<file path="src/rtl/queue_pop_packer_pkg.sv">
// Shared types and defaults for the queue pop-side packer.
// Lane-count width helper keeps counters sized to p_pack+1 states.
package op_centric_queues_v1_pkg;

    typedef enum logic {
        FILL  = 1'b0,
        DRAIN = 1'b1
    } state_e;

    localparam int P_BITWIDTH_DEF = 32;
    localparam int P_PACK_DEF     = 4;
    localparam int P_TIMEOUT_DEF  = 16;

    function automatic int cnt_width(input int pack);
        return $clog2(pack + 1);
    endfunction

    typedef logic [$clog2(P_PACK_DEF+1)-1:0] cnt_def_t;

endpackage

</file>
<file path="src/rtl/queue_pop_packer_if.sv">
// Pop-front and wide-beat handshake bundle for queue_pop_packer.
// master = packer side, slave = queue/sink side.
interface queue_pop_packer_if #(
    parameter int p_bitwidth = 32,
    parameter int p_pack     = 4
);
    logic                         pop_front_en;
    logic                         pop_front_rdy;
    logic [p_bitwidth-1:0]        pop_front_data;
    logic                         flush;
    logic                         out_val;
    logic                         out_rdy;
    logic [p_pack*p_bitwidth-1:0] out_data;
    logic [p_pack-1:0]            out_keep;

    modport master (
        output pop_front_en, out_val, out_data, out_keep,
        input  pop_front_rdy, pop_front_data, flush, out_rdy
    );

    modport slave (
        input  pop_front_en, out_val, out_data, out_keep,
        output pop_front_rdy, pop_front_data, flush, out_rdy
    );
endinterface

</file>
<file path="src/rtl/queue_pop_packer_lanes.sv">
// p_pack-lane register array; a written lane sets its keep bit.
// clr_i zeroes all lanes and keep bits so unfilled lanes read 0.
module v1_PackLaneRegs #(
    parameter int W  = 32,
    parameter int N  = 4,
    parameter int IW = 2
) (
    input  logic            clk,
    input  logic            clr_i,
    input  logic            we_i,
    input  logic [IW-1:0]   idx_i,
    input  logic [W-1:0]    data_i,
    output logic [N*W-1:0]  lanes_o,
    output logic [N-1:0]    keep_o
);
    logic [N-1:0][W-1:0] lane_q;
    logic [N-1:0]        keep_q;

    always_ff @(posedge clk) begin
        if (clr_i) begin
            lane_q <= '0;
            keep_q <= '0;
        end else if (we_i) begin
            lane_q[idx_i] <= data_i;
            keep_q[idx_i] <= 1'b1;
        end
    end

    assign lanes_o = lane_q;
    assign keep_o  = keep_q;
endmodule

</file>
<file path="src/rtl/queue_pop_packer.sv">
// Packs p_pack queue entries into one wide valid/ready beat; flush emits partials.
// Optional PACKER_TIMEOUT_EN: auto-flush after p_timeout idle FILL cycles.
module queue_pop_packer
    import op_centric_queues_v1_pkg::*;
#(
    parameter int p_bitwidth = P_BITWIDTH_DEF,
    parameter int p_pack     = P_PACK_DEF,
    parameter int p_timeout  = P_TIMEOUT_DEF
) (
    input  logic clk,
    input  logic rst,
    queue_pop_packer_if.master bus
);
    localparam int CW = cnt_width(p_pack);
    localparam int IW = (p_pack > 1) ? $clog2(p_pack) : 1;
    localparam logic [CW-1:0] LAST = CW'(p_pack - 1);

    state_e              state_q;
    logic [CW-1:0]       cnt_q;
    logic                val_q;
    logic [p_pack-1:0]   keep_q;
    logic                pop;
    logic                fl;
    logic                go_drain;
    logic                hs;
    logic                clr;
    logic                tmo_fire;
    logic [p_pack-1:0]   lane_keep;
    logic [p_pack-1:0]   pop_bit;

    assign pop      = (state_q == FILL) && bus.pop_front_rdy;
    assign fl       = bus.flush || tmo_fire;
    assign pop_bit  = pop ? (p_pack'(1) << cnt_q) : '0;
    assign go_drain = (pop && (cnt_q == LAST))
                   || (fl && ((cnt_q != '0) || pop));
    assign hs       = val_q && bus.out_rdy;
    assign clr      = !rst || hs;

`ifdef PACKER_TIMEOUT_EN
    localparam int TW = $clog2(p_timeout + 1);
    localparam logic [TW-1:0] TLAST = TW'(p_timeout - 1);

    logic [TW-1:0] tmo_q;
    logic          idle;

    assign idle     = (state_q == FILL) && (cnt_q != '0) && !pop;
    assign tmo_fire = idle && (tmo_q == TLAST);

    always_ff @(posedge clk) begin
        if (!rst)
            tmo_q <= '0;
        else if (idle && !tmo_fire)
            tmo_q <= tmo_q + 1'b1;
        else
            tmo_q <= '0;
    end
`else
    assign tmo_fire = 1'b0;
`endif

    // Keep is latched on DRAIN entry, folding in a same-cycle pop.
    always_ff @(posedge clk) begin
        if (!rst) begin
            state_q <= FILL;
            cnt_q   <= '0;
            val_q   <= 1'b0;
            keep_q  <= '0;
        end else begin
            unique case (state_q)
                FILL: begin
                    if (go_drain) begin
                        state_q <= DRAIN;
                        cnt_q   <= '0;
                        val_q   <= 1'b1;
                        keep_q  <= lane_keep | pop_bit;
                    end else if (pop) begin
                        cnt_q <= cnt_q + 1'b1;
                    end
                end
                DRAIN: begin
                    if (bus.out_rdy) begin
                        state_q <= FILL;
                        val_q   <= 1'b0;
                        keep_q  <= '0;
                    end
                end
                default: state_q <= FILL;
            endcase
        end
    end

    v1_PackLaneRegs #(
        .W  (p_bitwidth),
        .N  (p_pack),
        .IW (IW)
    ) u_lanes (
        .clk     (clk),
        .clr_i   (clr),
        .we_i    (pop),
        .idx_i   (cnt_q[IW-1:0]),
        .data_i  (bus.pop_front_data),
        .lanes_o (bus.out_data),
        .keep_o  (lane_keep)
    );

    assign bus.pop_front_en = pop;
    assign bus.out_val      = val_q;
    assign bus.out_keep     = keep_q;
endmodule

</file>
<file path="src/flat_wrapper.sv">
// flat-port wrapper written by rule: the top's interface ports become plain ports
module queue_pop_packer_flat import op_centric_queues_v1_pkg::*;
#(
    parameter int p_bitwidth = P_BITWIDTH_DEF,
    parameter int p_pack     = P_PACK_DEF,
    parameter int p_timeout  = P_TIMEOUT_DEF
)
  (clk, rst, bus_pop_front_en, bus_out_val, bus_out_data, bus_out_keep, bus_pop_front_rdy, bus_pop_front_data, bus_flush, bus_out_rdy);
  queue_pop_packer_if #(.p_bitwidth(p_bitwidth), .p_pack(p_pack)) bus_i ();
  input  logic clk;
  input  logic rst;
  output wire logic [$bits(bus_i.pop_front_en)-1:0] bus_pop_front_en;
  output wire logic [$bits(bus_i.out_val)-1:0] bus_out_val;
  output wire logic [$bits(bus_i.out_data)-1:0] bus_out_data;
  output wire logic [$bits(bus_i.out_keep)-1:0] bus_out_keep;
  input wire logic [$bits(bus_i.pop_front_rdy)-1:0] bus_pop_front_rdy;
  input wire logic [$bits(bus_i.pop_front_data)-1:0] bus_pop_front_data;
  input wire logic [$bits(bus_i.flush)-1:0] bus_flush;
  input wire logic [$bits(bus_i.out_rdy)-1:0] bus_out_rdy;
  assign bus_pop_front_en = bus_i.pop_front_en;
  assign bus_out_val = bus_i.out_val;
  assign bus_out_data = bus_i.out_data;
  assign bus_out_keep = bus_i.out_keep;
  assign bus_i.pop_front_rdy = bus_pop_front_rdy;
  assign bus_i.pop_front_data = bus_pop_front_data;
  assign bus_i.flush = bus_flush;
  assign bus_i.out_rdy = bus_out_rdy;
  queue_pop_packer #(.p_bitwidth(p_bitwidth), .p_pack(p_pack), .p_timeout(p_timeout)) u_core (.clk(clk), .rst(rst), .bus(bus_i));
endmodule
</file>
<file path="config.mk">
export PLATFORM = sky130hd
export DESIGN_NAME = queue_pop_packer_flat
export DESIGN_NICKNAME = d
export VERILOG_FILES = /design/src/rtl/queue_pop_packer_pkg.sv /design/src/rtl/queue_pop_packer_if.sv /design/src/rtl/queue_pop_packer_lanes.sv /design/src/rtl/queue_pop_packer.sv /design/src/flat_wrapper.sv
export SDC_FILE = /design/constraint.sdc
export NUM_CORES = 1
export LEC_CHECK = 0
export BUFFER_PORTS_ARGS = -buffer_cell sky130_fd_sc_hd__buf_2
export CORE_MARGIN = 3
export CORE_UTILIZATION = 52
export CTS_BUF_LIST = sky130_fd_sc_hd__clkbuf_8
export DETAILED_ROUTE_END_ITERATION = 16
export GPL_TIMING_DRIVEN = 0
export PLACE_DENSITY = 0.82
export SLEW_MARGIN = 20
export SYNTH_ARGS = -nofsm -noshare
export SYNTH_HDL_FRONTEND = slang
export SYNTH_SLANG_ARGS = --single-unit
export TNS_END_PERCENT = 100
</file>
<file path="constraint.sdc">
create_clock -name clk -period 1.6 [get_ports clk]
set_input_delay 0.32 -clock clk [delete_from_list [all_inputs] [get_ports clk]]
set_output_delay 0.32 -clock clk [all_outputs]
set_load 0.005 [all_outputs]
</file>
==> qor.yml <==
status: "completed"
cts_buffers: 17
dp_hpwl_um: 10900
grt_pass1_vias: 4771
diodes: 0
clock_tree.root_cell: "clkbuf_8"
finalClockSkew_ns: 0.0129
drive_gt1_share_pct: 30.2
critPathKind: "reg -> out"
initial_core_util_pct: 54.6
fin_area_sq_mm: 0.00654
h-tree-depth: 4
ant_nets: 0
multi_input_area_sq_mm: 0.00203
holdCritStartpoint: "bus_pop_front_data[27]"
port_buffers: 170
utilization_pct: 69.4
yosysSeqAreaShare_pct: 54.9
yosys_warnings: 0
finalHoldViolCount: 0
synthDominantCellAreaShare_pct: 54.9
synth.area.top_cells: "dfxtp_1, nand2_1, a21oi_1"
area_growth_pct: 27.2
layout_commonest_cell: "nand2_1"
synth.distinct_cells: 29
cp.arrival_ns: 1.22
antenna_found_initial: 0
yosys.area.top_type: "dfxtp_1"
grt_use_total_pct: 26.8
rsz0062_at_grt: "false"
worst_setup_path_end_kind: "output pin"
dpl_cell_area_sq_mm: 0.00615
holdCritPathClass: "in -> reg"
synthCells: 636
syn_nets: 678
setup_viol: 0
clkTransAtPathRegs_ns: 0.08
fillers: 805
holdBufCountCts: 0
busiest_layer: "met2"
ys_ff_latch: 141
seqCellArea_sq_mm: 0.00283
use_met2_pct: 46.3
crit_path_max_fanout: 8
maxCapViolCount: 0
grt_use_met3_pct: 7.90
grt.overflow.total: 0
cts_sinks: 141
clk_latency_ns: 0.43
grt_use_met1_pct: 32.4
final_max_slew_viol_count: 0
max_freq_mhz: 649
r2r_start: "u_core.cnt_q[0]"
core_area_sq_mm: 0.00942
drc: 0
io_pins: 171
die_h_um: 105
irDropWorstVdd_uv: 683
powerDensity_mw_per_mm2: 1020
drt_first_pass_iters: 4
vias_per_cell: 5.17
finalCriticalPeriod_ns: 1.54
final_cell_mix: "nand2_1, buf_2, dfxtp_1, a21oi_1, clkbuf_8"
grt_max_degree: 17
crit_start: "u_core.state_q"
slew_headroom_pct: 62.8
drt_iter0_markers: 240
layout_setup_ws_ns: 0.0583
die_w_um: 105
dp_slack_ns: -0.0844
mappedNetlistArea_sq_mm: 0.00514
critical_path_required_ns: 1.28
wl_per_cell_um: 15.7
grt_pass1_wl_um: 23800
rows: 35
setup-tns-final_ns: 0
gp_congestion: 0.831
timing.hold.ws_ns: 0.157
nNetsFinal: 869
p_leak_nw: 2.86
vias: 5002
avgSynthCellArea_sq_um: 8.08
drt_wl_total_um: 15200
clk_path_buf_depth: 2
cts_tree: "done"
cp-start-kind: "flip-flop"
worstMarginPinSlew_ns: 0.558
design.die.area_sq_mm: 0.0111
fin_crit_sh_pct: 96.4
[critical path, cell delays in order (launching register included)]
cell and delay [ns]:
dfxtp_1 0.45, nor2b_2 0.06, buf_4 0.16, buf_2 0.13
[state kept, by name, indices dropped and copies added (netlist names)]
register / count
u_core.state_q: 1
u_core.cnt_q: 3
u_core.u_lanes.keep_o: 4
u_core.bus.out_val: 1
u_core.u_lanes.lanes_o: 128
u_core.bus.out_keep: 4
[routing by layer]
layer  up-vias  routed length [um]
met3        15                1170
li1       2438                   -
met2       191                7530
met5         -                   0
met4         0                 135
met1      2358                6360
[where the power goes]
part	internal (W)	switching (W)	total (W)	leakage (nW)
sequential	0.00361	0.0000593	0.00367	1.14
clock	0.00103	0.00131	0.00234	0.164
combinational	0.000256	0.000412	0.000668	1.55
total	0.00489	0.00178	0.00668	2.86
[final cells by class]
class	instances	area share, %
sequential	141	43.2
timing repair buffer	172	13.2
inverter	4	0.230
tap	129	2.47
clock buffer	17	3.58
multi-input combinational	445	31.1
buffer	46	4.98
clock inverter	13	1.21
[synthesized netlist by cell type, drive strengths merged]
library cell and number:
nand2 264, dfxtp 141, a21oi 130, buf 35, clkbuf 11, nor2 10
o21ai 7, ha 5, nand3 5, and2 4, inv 4, mux2i 4
and3b 2, nand3b 2, nor2b 2, nor4bb 2, o21a 2, a21o 1
a31oi 1, nand2b 1, o211ai 1, o22ai 1, or3b 1
[final timing paths]
kind	slack (ns)	endpoint	cells after the start
max	0.06	bus_pop_front_en	3
max reg2reg	0.09	u_core.bus.out_val	6
min	0.16	u_core.u_lanes.lanes_o[123]	3
min reg2reg	0.46	u_core.u_lanes.lanes_o[123]	2
[cell families (layout without fill, tap and decap cells)]
group                    Yosys count  count (layout)  share of synthesized area [%]
AND/OR/NAND/NOR                  293             293                           22.7
AO/OA/AOI/OAI                    143             143                           14.2
multiplexers                       4               4                          0.779
adder cells (fa/ha/maj)            5               5                           1.22
flip-flops                       141             141                           54.9
buffers and inverters             50             252                           6.14
[what timing repair did]
action | CTS | global route
resized for setup | 0 | 28
endpoints found under the hold margin | 0 | 0
pin swaps | 1 | 0
buffers inserted | 2 | 0
endpoints found under the setup margin | 4 | 101
[stage by stage]
| stage | cells | power (W) |
|---|---|---|
| 6_report | 967 | 0.00668 |
| 5_1_grt | 967 | 0.00692 |
| 4_1_cts | 967 | 0.00667 |
| 3_5_place_dp | 935 | 0.00438 |
| 3_3_place_gp | 935 | 0.00436 |
| 2_1_floorplan | 636 | 0.00408 |
No activity file was read; power rests on OpenSTA's default activity.
